File: src/rtl/proc_pkg.sv
// Shared constants for the pipelined processor: datapath widths, ALU opcodes
// and the EX/MEM pipeline register layout.
package proc_pkg;

    localparam int DATA_W = 32;
    localparam int PC_W   = 8;
    localparam int RA_W   = 5;
    localparam int OP_W   = 5;

    localparam logic [OP_W-1:0] ALU_ADD   = 5'd0;
    localparam logic [OP_W-1:0] ALU_SUB   = 5'd1;
    localparam logic [OP_W-1:0] ALU_AND   = 5'd2;
    localparam logic [OP_W-1:0] ALU_OR    = 5'd3;
    localparam logic [OP_W-1:0] ALU_XOR   = 5'd4;
    localparam logic [OP_W-1:0] ALU_NOR   = 5'd5;
    localparam logic [OP_W-1:0] ALU_SLT   = 5'd6;
    localparam logic [OP_W-1:0] ALU_SLTU  = 5'd7;
    localparam logic [OP_W-1:0] ALU_SLL   = 5'd8;
    localparam logic [OP_W-1:0] ALU_SRL   = 5'd9;
    localparam logic [OP_W-1:0] ALU_SRA   = 5'd10;
    localparam logic [OP_W-1:0] ALU_LUI   = 5'd11;
    localparam logic [OP_W-1:0] ALU_PASSB = 5'd12;
    localparam logic [OP_W-1:0] ALU_BEQ   = 5'd13;
    localparam logic [OP_W-1:0] ALU_BNE   = 5'd14;

    typedef struct packed {
        logic [DATA_W-1:0] alu_result;
        logic [DATA_W-1:0] write_data;
        logic [RA_W-1:0]   write_reg;
        logic              mem_write;
        logic              mem_to_reg;
        logic              reg_write;
        logic              mem_read;
        logic              branch_taken;
        logic [PC_W-1:0]   branch_target;
    } ex_mem_t;

endpackage

File: src/rtl/ex_stage_if.sv
// ID/EX inputs and EX/MEM outputs of the execute stage, bundled as one interface.
interface ex_stage_if;
    import proc_pkg::*;

    logic [DATA_W-1:0] ID_EX_ReadData1;
    logic [DATA_W-1:0] ID_EX_ReadData2;
    logic [DATA_W-1:0] ID_EX_SignExtImm;
    logic [RA_W-1:0]   ID_EX_Rb;
    logic [RA_W-1:0]   ID_EX_Rd;
    logic [PC_W-1:0]   ID_EX_PC;
    logic              ID_EX_RegDst;
    logic              ID_EX_ALUSrc;
    logic              ID_EX_MemtoReg;
    logic              ID_EX_RegWrite;
    logic              ID_EX_MemRead;
    logic              ID_EX_MemWrite;
    logic              ID_EX_Branch;
    logic [OP_W-1:0]   ID_EX_ALUOp;

    logic [DATA_W-1:0] EX_MEM_ALUResult;
    logic [DATA_W-1:0] EX_MEM_WriteData;
    logic [RA_W-1:0]   EX_MEM_WriteReg;
    logic              EX_MEM_MemWriteOut;
    logic              EX_MEM_MemtoRegOut;
    logic              EX_MEM_RegWrite;
    logic              EX_MEM_MemReadOut;
    logic              EX_MEM_Branch;
    logic [PC_W-1:0]   EX_MEM_BranchTarget;

    modport master (
        output ID_EX_ReadData1, ID_EX_ReadData2, ID_EX_SignExtImm, ID_EX_Rb, ID_EX_Rd,
               ID_EX_PC, ID_EX_RegDst, ID_EX_ALUSrc, ID_EX_MemtoReg, ID_EX_RegWrite,
               ID_EX_MemRead, ID_EX_MemWrite, ID_EX_Branch, ID_EX_ALUOp,
        input  EX_MEM_ALUResult, EX_MEM_WriteData, EX_MEM_WriteReg, EX_MEM_MemWriteOut,
               EX_MEM_MemtoRegOut, EX_MEM_RegWrite, EX_MEM_MemReadOut, EX_MEM_Branch,
               EX_MEM_BranchTarget
    );

    modport slave (
        input  ID_EX_ReadData1, ID_EX_ReadData2, ID_EX_SignExtImm, ID_EX_Rb, ID_EX_Rd,
               ID_EX_PC, ID_EX_RegDst, ID_EX_ALUSrc, ID_EX_MemtoReg, ID_EX_RegWrite,
               ID_EX_MemRead, ID_EX_MemWrite, ID_EX_Branch, ID_EX_ALUOp,
        output EX_MEM_ALUResult, EX_MEM_WriteData, EX_MEM_WriteReg, EX_MEM_MemWriteOut,
               EX_MEM_MemtoRegOut, EX_MEM_RegWrite, EX_MEM_MemReadOut, EX_MEM_Branch,
               EX_MEM_BranchTarget
    );

endinterface

File: src/rtl/alu32.sv
// Purely combinational ALU; arithmetic wraps modulo 2^DATA_W, no overflow flag.
module alu32
    import proc_pkg::*;
(
    input  logic [DATA_W-1:0] a,
    input  logic [DATA_W-1:0] b,
    input  logic [OP_W-1:0]   op,
    output logic [DATA_W-1:0] result,
    output logic              zero
);

    logic [4:0] shamt;

    assign shamt = b[4:0];

    always_comb begin
        // NOTE: default first so every path assigns result and no latch is inferred.
        result = '0;
        case (op)
            ALU_ADD:   result = a + b;
            ALU_SUB:   result = a - b;
            ALU_AND:   result = a & b;
            ALU_OR:    result = a | b;
            ALU_XOR:   result = a ^ b;
            ALU_NOR:   result = ~(a | b);
            ALU_SLT:   result = {{(DATA_W-1){1'b0}}, ($signed(a) < $signed(b))};
            ALU_SLTU:  result = {{(DATA_W-1){1'b0}}, (a < b)};
            ALU_SLL:   result = a << shamt;
            ALU_SRL:   result = a >> shamt;
            ALU_SRA:   result = $unsigned($signed(a) >>> shamt);
            ALU_LUI:   result = b << 16;
            ALU_PASSB: result = b;
            ALU_BEQ,
            ALU_BNE:   result = a - b;
            default:   result = '0;
        endcase
    end

    assign zero = (result == '0);

endmodule

File: src/rtl/ex_stage.sv
// Execute stage: operand select, ALU, branch resolution and destination select,
// all captured in the EX/MEM pipeline register every cycle.
module ex_stage
    import proc_pkg::*;
(
    input  logic       clk,
    input  logic       rst,
    ex_stage_if.slave  bus
);

    logic [DATA_W-1:0] op_b;
    logic [DATA_W-1:0] alu_result;
    logic              alu_zero;
    logic              branch_cond;
    ex_mem_t           ex_mem_d;
    ex_mem_t           ex_mem_q;

    assign op_b = bus.ID_EX_ALUSrc ? bus.ID_EX_SignExtImm : bus.ID_EX_ReadData2;

    alu32 u_alu (
        .a      (bus.ID_EX_ReadData1),
        .b      (op_b),
        .op     (bus.ID_EX_ALUOp),
        .result (alu_result),
        .zero   (alu_zero)
    );

    // BEQ/BNE produce A-B, so a zero result means the operands are equal;
    // any other opcode with Branch set is an unconditional jump.
    always_comb begin
        branch_cond = 1'b1;
        case (bus.ID_EX_ALUOp)
            ALU_BEQ: branch_cond = alu_zero;
            ALU_BNE: branch_cond = !alu_zero;
            default: branch_cond = 1'b1;
        endcase
    end

    always_comb begin
        ex_mem_d               = '0;
        ex_mem_d.alu_result    = alu_result;
        ex_mem_d.write_data    = bus.ID_EX_ReadData2;
        ex_mem_d.write_reg     = bus.ID_EX_RegDst ? bus.ID_EX_Rd : bus.ID_EX_Rb;
        ex_mem_d.mem_write     = bus.ID_EX_MemWrite;
        ex_mem_d.mem_to_reg    = bus.ID_EX_MemtoReg;
        ex_mem_d.reg_write     = bus.ID_EX_RegWrite;
        ex_mem_d.mem_read      = bus.ID_EX_MemRead;
        ex_mem_d.branch_taken  = bus.ID_EX_Branch & branch_cond;
        ex_mem_d.branch_target = bus.ID_EX_PC + bus.ID_EX_SignExtImm[PC_W-1:0];
    end

    // NOTE: non-blocking assignment so every flop samples pre-edge values.
    always_ff @(posedge clk or posedge rst) begin
        if (rst) begin
            ex_mem_q <= '0;
        end else begin
            ex_mem_q <= ex_mem_d;
        end
    end

    assign bus.EX_MEM_ALUResult    = ex_mem_q.alu_result;
    assign bus.EX_MEM_WriteData    = ex_mem_q.write_data;
    assign bus.EX_MEM_WriteReg     = ex_mem_q.write_reg;
    assign bus.EX_MEM_MemWriteOut  = ex_mem_q.mem_write;
    assign bus.EX_MEM_MemtoRegOut  = ex_mem_q.mem_to_reg;
    assign bus.EX_MEM_RegWrite     = ex_mem_q.reg_write;
    assign bus.EX_MEM_MemReadOut   = ex_mem_q.mem_read;
    assign bus.EX_MEM_Branch       = ex_mem_q.branch_taken;
    assign bus.EX_MEM_BranchTarget = ex_mem_q.branch_target;

endmodule

File: src/flat_wrapper.sv
// flat-port wrapper written by rule: the top's interface ports become plain ports
module ex_stage_flat import proc_pkg::*;
  (clk, rst, bus_ID_EX_ReadData1, bus_ID_EX_ReadData2, bus_ID_EX_SignExtImm, bus_ID_EX_Rb, bus_ID_EX_Rd, bus_ID_EX_PC, bus_ID_EX_RegDst, bus_ID_EX_ALUSrc, bus_ID_EX_MemtoReg, bus_ID_EX_RegWrite, bus_ID_EX_MemRead, bus_ID_EX_MemWrite, bus_ID_EX_Branch, bus_ID_EX_ALUOp, bus_EX_MEM_ALUResult, bus_EX_MEM_WriteData, bus_EX_MEM_WriteReg, bus_EX_MEM_MemWriteOut, bus_EX_MEM_MemtoRegOut, bus_EX_MEM_RegWrite, bus_EX_MEM_MemReadOut, bus_EX_MEM_Branch, bus_EX_MEM_BranchTarget);
  ex_stage_if bus_i ();
  input  logic clk;
  input  logic rst;
  input wire logic [$bits(bus_i.ID_EX_ReadData1)-1:0] bus_ID_EX_ReadData1;
  input wire logic [$bits(bus_i.ID_EX_ReadData2)-1:0] bus_ID_EX_ReadData2;
  input wire logic [$bits(bus_i.ID_EX_SignExtImm)-1:0] bus_ID_EX_SignExtImm;
  input wire logic [$bits(bus_i.ID_EX_Rb)-1:0] bus_ID_EX_Rb;
  input wire logic [$bits(bus_i.ID_EX_Rd)-1:0] bus_ID_EX_Rd;
  input wire logic [$bits(bus_i.ID_EX_PC)-1:0] bus_ID_EX_PC;
  input wire logic [$bits(bus_i.ID_EX_RegDst)-1:0] bus_ID_EX_RegDst;
  input wire logic [$bits(bus_i.ID_EX_ALUSrc)-1:0] bus_ID_EX_ALUSrc;
  input wire logic [$bits(bus_i.ID_EX_MemtoReg)-1:0] bus_ID_EX_MemtoReg;
  input wire logic [$bits(bus_i.ID_EX_RegWrite)-1:0] bus_ID_EX_RegWrite;
  input wire logic [$bits(bus_i.ID_EX_MemRead)-1:0] bus_ID_EX_MemRead;
  input wire logic [$bits(bus_i.ID_EX_MemWrite)-1:0] bus_ID_EX_MemWrite;
  input wire logic [$bits(bus_i.ID_EX_Branch)-1:0] bus_ID_EX_Branch;
  input wire logic [$bits(bus_i.ID_EX_ALUOp)-1:0] bus_ID_EX_ALUOp;
  output wire logic [$bits(bus_i.EX_MEM_ALUResult)-1:0] bus_EX_MEM_ALUResult;
  output wire logic [$bits(bus_i.EX_MEM_WriteData)-1:0] bus_EX_MEM_WriteData;
  output wire logic [$bits(bus_i.EX_MEM_WriteReg)-1:0] bus_EX_MEM_WriteReg;
  output wire logic [$bits(bus_i.EX_MEM_MemWriteOut)-1:0] bus_EX_MEM_MemWriteOut;
  output wire logic [$bits(bus_i.EX_MEM_MemtoRegOut)-1:0] bus_EX_MEM_MemtoRegOut;
  output wire logic [$bits(bus_i.EX_MEM_RegWrite)-1:0] bus_EX_MEM_RegWrite;
  output wire logic [$bits(bus_i.EX_MEM_MemReadOut)-1:0] bus_EX_MEM_MemReadOut;
  output wire logic [$bits(bus_i.EX_MEM_Branch)-1:0] bus_EX_MEM_Branch;
  output wire logic [$bits(bus_i.EX_MEM_BranchTarget)-1:0] bus_EX_MEM_BranchTarget;
  assign bus_i.ID_EX_ReadData1 = bus_ID_EX_ReadData1;
  assign bus_i.ID_EX_ReadData2 = bus_ID_EX_ReadData2;
  assign bus_i.ID_EX_SignExtImm = bus_ID_EX_SignExtImm;
  assign bus_i.ID_EX_Rb = bus_ID_EX_Rb;
  assign bus_i.ID_EX_Rd = bus_ID_EX_Rd;
  assign bus_i.ID_EX_PC = bus_ID_EX_PC;
  assign bus_i.ID_EX_RegDst = bus_ID_EX_RegDst;
  assign bus_i.ID_EX_ALUSrc = bus_ID_EX_ALUSrc;
  assign bus_i.ID_EX_MemtoReg = bus_ID_EX_MemtoReg;
  assign bus_i.ID_EX_RegWrite = bus_ID_EX_RegWrite;
  assign bus_i.ID_EX_MemRead = bus_ID_EX_MemRead;
  assign bus_i.ID_EX_MemWrite = bus_ID_EX_MemWrite;
  assign bus_i.ID_EX_Branch = bus_ID_EX_Branch;
  assign bus_i.ID_EX_ALUOp = bus_ID_EX_ALUOp;
  assign bus_EX_MEM_ALUResult = bus_i.EX_MEM_ALUResult;
  assign bus_EX_MEM_WriteData = bus_i.EX_MEM_WriteData;
  assign bus_EX_MEM_WriteReg = bus_i.EX_MEM_WriteReg;
  assign bus_EX_MEM_MemWriteOut = bus_i.EX_MEM_MemWriteOut;
  assign bus_EX_MEM_MemtoRegOut = bus_i.EX_MEM_MemtoRegOut;
  assign bus_EX_MEM_RegWrite = bus_i.EX_MEM_RegWrite;
  assign bus_EX_MEM_MemReadOut = bus_i.EX_MEM_MemReadOut;
  assign bus_EX_MEM_Branch = bus_i.EX_MEM_Branch;
  assign bus_EX_MEM_BranchTarget = bus_i.EX_MEM_BranchTarget;
  ex_stage u_core (.clk(clk), .rst(rst), .bus(bus_i));
endmodule
File: config.mk
export PLATFORM = sky130hd
export DESIGN_NAME = ex_stage_flat
export DESIGN_NICKNAME = d
export VERILOG_FILES = /design/src/rtl/proc_pkg.sv /design/src/rtl/ex_stage_if.sv /design/src/rtl/alu32.sv /design/src/rtl/ex_stage.sv /design/src/flat_wrapper.sv
export SDC_FILE = /design/constraint.sdc
export NUM_CORES = 1
export LEC_CHECK = 0
export ABC_AREA = 1
export CAP_MARGIN = 20
export CORE_MARGIN = 5
export CORE_UTILIZATION = 50
export CTS_CLUSTER_SIZE = 40
export DETAILED_ROUTE_END_ITERATION = 8
export HOLD_SLACK_MARGIN = 0.05
export PLACE_DENSITY_LB_ADDON = 0.25
export SYNTH_ARGS = -nofsm -noshare
export SYNTH_HDL_FRONTEND = slang
export SYNTH_SLANG_ARGS = --single-unit
File: constraint.sdc
create_clock -name clk -period 2.93 [get_ports clk]
set_clock_uncertainty 0.1 [all_clocks]
set_input_delay 0.4395 -clock clk [delete_from_list [all_inputs] [get_ports clk]]
set_output_delay 0.4395 -clock clk [all_outputs]
set_load 0.1 [all_outputs]
==> results.cfg, run 1 <==
[yosys]
ys_seq_area_share_pct = 14.9
syn-num-nets = 2724
ys_types = 50
synth_seq_cells = 82
synth_area_um2 = 13800
syn_inst = 2485
avgSynthCellArea_um2 = 5.55
ys_warn_count = 0

[placed_design]
port_buffers = 209
dp_slack_ps = -1380
gp_congestion = 1.37
dp_hpwl_um = 63000

[global_route]
grt_first_pass_wirelength_um = 169000
track_usage_pct = 71.0
first_global_vias = 27100
grt-ovfl-total = 190
grt_max_degree = 61

[die]
ios = 210
rows = 60
fp.dieW_um = 176
initial_utilization_pct = 51.0
fp.dieH_um = 176

[clocking]
cts-htree-levels = 3
root_buffer = clkbuf_16
hold_buffers = 0
clock_sinks = 82
cts_buffers = 9
clockBufferDepth = 2

[outcome]
stop_stage = global routing
status = did not finish
stop_error = [ERROR GRT-0116] Global routing finished with congestion. Check the congestion regions in the DRC Viewer.
-- Yosys cell counts (all sizes together) --
cell	count	area, µm²
o21ai	93	495
nor2	203	767
and2	2	12.5
or2	18	113
o21bai	17	128
a22oi	2	15.0
nor4b	1	8.76
ha	108	1350
mux2	5	56.3
o21a	7	52.6
nor4	2	12.5
and3	1	6.26
a21o	1	7.51
a21oi	99	499
nor3	21	110
a211oi	9	67.6
nand3	520	2610
nand3b	4	30.0
o2111ai	2	17.5
xor2	8	70.1
buf	80	483
fa	3	60.1
xnor2	2	17.5
nor3b	1	7.51
nand4	43	269
o22ai	22	138
nand2	776	2940
a31oi	3	18.8
dfrtp	82	2050
o221ai	3	26.3
o211ai	7	52.6
o2bb2ai	3	26.3
inv	317	1190
clkbuf	20	75.1
-- layer usage --
metal,overflow,GRT usage [%]
met1,2,69.6
met2,100,87.0
met3,4,57.3
met4,84,71.5
met5,0,28.8
-- cells by family after synthesis --
logic type	count (synthesis)	synth area share [%]
xor+xnor	10	0.635
fa+ha+maj	111	10.2
flops	82	14.9
compound gates	268	11.2
buf+inv	417	12.7
simple gates	1592	50.0
mux	5	0.408
-- through the flow --
| stage | hold WS [ps] | cells | setup TNS [ps] | area [µm²] | utilization (%) |
|---|---|---|---|---|---|
| floorplan | 371 | 2485 | -128 | 14200 | - |
| detailed placement | 766 | 3492 | -20670 | 20200 | 74.8 |
| CTS | 250 | 3598 | -625 | 22900 | 84.8 |
| global placement | 749 | 3492 | -18350 | 20200 | 74.8 |
-- what timing repair did --
| action | in CTS |
|---|---|
| resized for setup | 499 |
| endpoints found under the setup margin | 30 |
| pin swaps | 177 |
| setup buffers | 90 |
==> run 2: changes to the inputs <==
CORE_UTILIZATION = 35   (was 50)
CTS_CLUSTER_SIZE = default   (was 40)
HOLD_SLACK_MARGIN = default   (was 0.05)
PLACE_DENSITY_LB_ADDON = 0.15   (was 0.25)
==> results.cfg, run 2 <==
[clocking]
cts-htree-levels = 3
hold_buffers = 0
clk_pin_slew_ps = 70
cts_buffers = 9
root_buffer = clkbuf_16
clockBufferDepth = 2
cts_tree = built
clock_sinks = 82

[route]
post_drt_wl_per_cell_um = 24.1
via_per_inst = 5.63
drt_iter0_drc = 2800
wl_um = 94600
drtPass1Iterations = 6
vias = 22000
detail-route-antenna-nets = 0
drc = 0

[yosys]
async_flop_share_pct = 100
synth.top_cell.area_share_pct = 21.0
synth_area_um2 = 13800
synth_edf_count = 0
synth_most_common_cell = nand2_1
ys_types = 50
synth_seq_cells = 82
yosysTopAreaCell = nand2_1
ys_seq_area_share_pct = 14.9
ys.flop_type = dfrtp_1
syn_inst = 2485
synth_area_leaders = nand2_1 (21%), nand3_1 (19%), dfrtp_1 (15%)
syn-num-nets = 2724
ys_warn_count = 0
synth_commonest_cells = nand2_1 (772), nand3_1 (518), inv_1 (311)
avgSynthCellArea_um2 = 5.55

[die]
initial_utilization_pct = 35.5
fp.dieW_um = 208
rows = 72
coreArea_um2 = 38800
fp.dieH_um = 208
ios = 210
die-area_um2 = 43500

[global_route]
grt-ovfl-total = 0
first_global_vias = 20700
grt_first_pass_wirelength_um = 133000
grt_max_degree = 60
track_usage_pct = 40.2
antenna_found_initial = 1

[finish]
nets = 3631
syn_to_final_growth_pct = 84.1
fillers = 3440
drive_above_1_share_pct = 43.0
mostFrequentLayoutCell = buf_4
ff_latch_area_um2 = 2050
multiInputGateArea_um2 = 12800
mostFrequentLayoutCells = buf_4 (778), nand2_1 (612), nand3_1 (463)
utilization_pct = 65.4

[worst_setup_path]
critical_path_arrival_ps = 3690
critical_path.startpoint_type = primary input
crit_path_max_incr_delay_ps = 250
critical_path_class = primary input to flip-flop
worstPathRequired_ps = 3090
path_max_fanout = 7
slowest_stage = or2_4
crit_path_end_kind = flip-flop

[placed_design]
gp_congestion = 1.12
port_buffers = 209
dp_hpwl_um = 75500

[hold_path]
hold_depth = 1
holdCritStartpoint = bus_ID_EX_ReadData2[9]
whs_endpoint = u_core.bus.EX_MEM_WriteData[9]
hp-class = primary input to flip-flop

[timing]
setup_ws_ps = -594
rsz0062_at_grt = yes
slew_headroom_pct = 45.6
period_minus_slack_ps = 3520
setup_viol = 21
final-max-slew-violation-count = 0
max_freq_ghz = 0.284
fin_crit_sh_pct = 120
hold_viol = 0
tightest_slew_ps = 808

[pwr]
peakVddDrop_mv = 0.303
p_leak_nw = 13.2
power_density_nw_per_um2 = 345
post-layout-total-power_mw = 8.75

[outcome]
violations = setup timing
status = finished with violations

[job]
drv_cap = 0
==> run 2: area by class of cell <==
class	instances	share of cell area [%]
clock buffers	12	0.971
inverters	317	4.91
well taps	518	2.55
repair buffers	995	33.0
diodes	1	0.00986
clock inverters	4	0.103
flip-flops and latches	82	8.08
repair inverters	1	0.0444
multi-input cells	1986	50.3
==> run 2: worst max-delay path by stage <==
stage | from | endpoint | cells after the start
2_1_floorplan | bus_ID_EX_ALUSrc | u_core.bus.EX_MEM_Branch | 25
3_3_place_gp | bus_ID_EX_SignExtImm[3] | u_core.bus.EX_MEM_Branch | 25
3_5_place_dp | bus_ID_EX_SignExtImm[3] | u_core.bus.EX_MEM_Branch | 25
4_1_cts | bus_ID_EX_SignExtImm[21] | u_core.bus.EX_MEM_Branch | 24
5_1_grt | bus_ID_EX_ALUSrc | u_core.bus.EX_MEM_Branch | 28
6_report | bus_ID_EX_ALUSrc | u_core.bus.EX_MEM_Branch | 29
==> run 2: layer usage <==
metal | vias to the layer above | wire (µm) | GRT usage (%)
met5 | - | 0 | 0
li1 | 9935 | - | -
met1 | 10300 | 38100 | 54.3
met4 | 0 | 6130 | 18.3
met2 | 1485 | 39000 | 59.9
met3 | 285 | 11400 | 10.7
==> run 2: stage by stage <==
step	hold WS, ps	cells	setup TNS (ps)	setup WS (ps)	instance area, µm²
after floorplan	371	2485	-128	-128	14200
after global placement	744	3798	-24660	-1520	21500
after detailed placement	750	3798	-25220	-1520	21500
after CTS	258	3869	-536	-496	23700
after global routing	163	3915	-3830	-641	25400
final	161	3916	-2410	-594	25400
==> run 2: logic make-up after synthesis <==
logic type | after synthesis | share of synthesized area (%)
simple gates | 1592 | 50.0
buf+inv | 417 | 12.7
compound gates | 268 | 11.2
fa+ha+maj | 111 | 10.2
flops | 82 | 14.9
xor+xnor | 10 | 0.635
mux | 5 | 0.408
==> run 2: critical path, delay by kind of cell <==
family                   cells  cell delay (ps)
AND/OR/NAND/NOR             18             1800
adder cells (fa/ha/maj)      1              250
AO/OA/AOI/OAI                2              220
buffers and inverters        8              960
==> run 2: power by group <==
group / leakage (nW) / switching [mW] / internal, mW
Sequential: 1.01 / 0.0364 / 1.24
Combinational: 12.1 / 3.96 / 2.45
Clock: 0.133 / 0.471 / 0.599
==> run 2: timing repair <==
item / 4_1_cts / 5_1_grt
pin swaps: 115 / 159
resized for setup: 440 / 359
buffers inserted: 54 / 46
endpoints found under the setup margin: 32 / 28
gates cloned: 2 / 1
(Power assumes the default switching activity.)
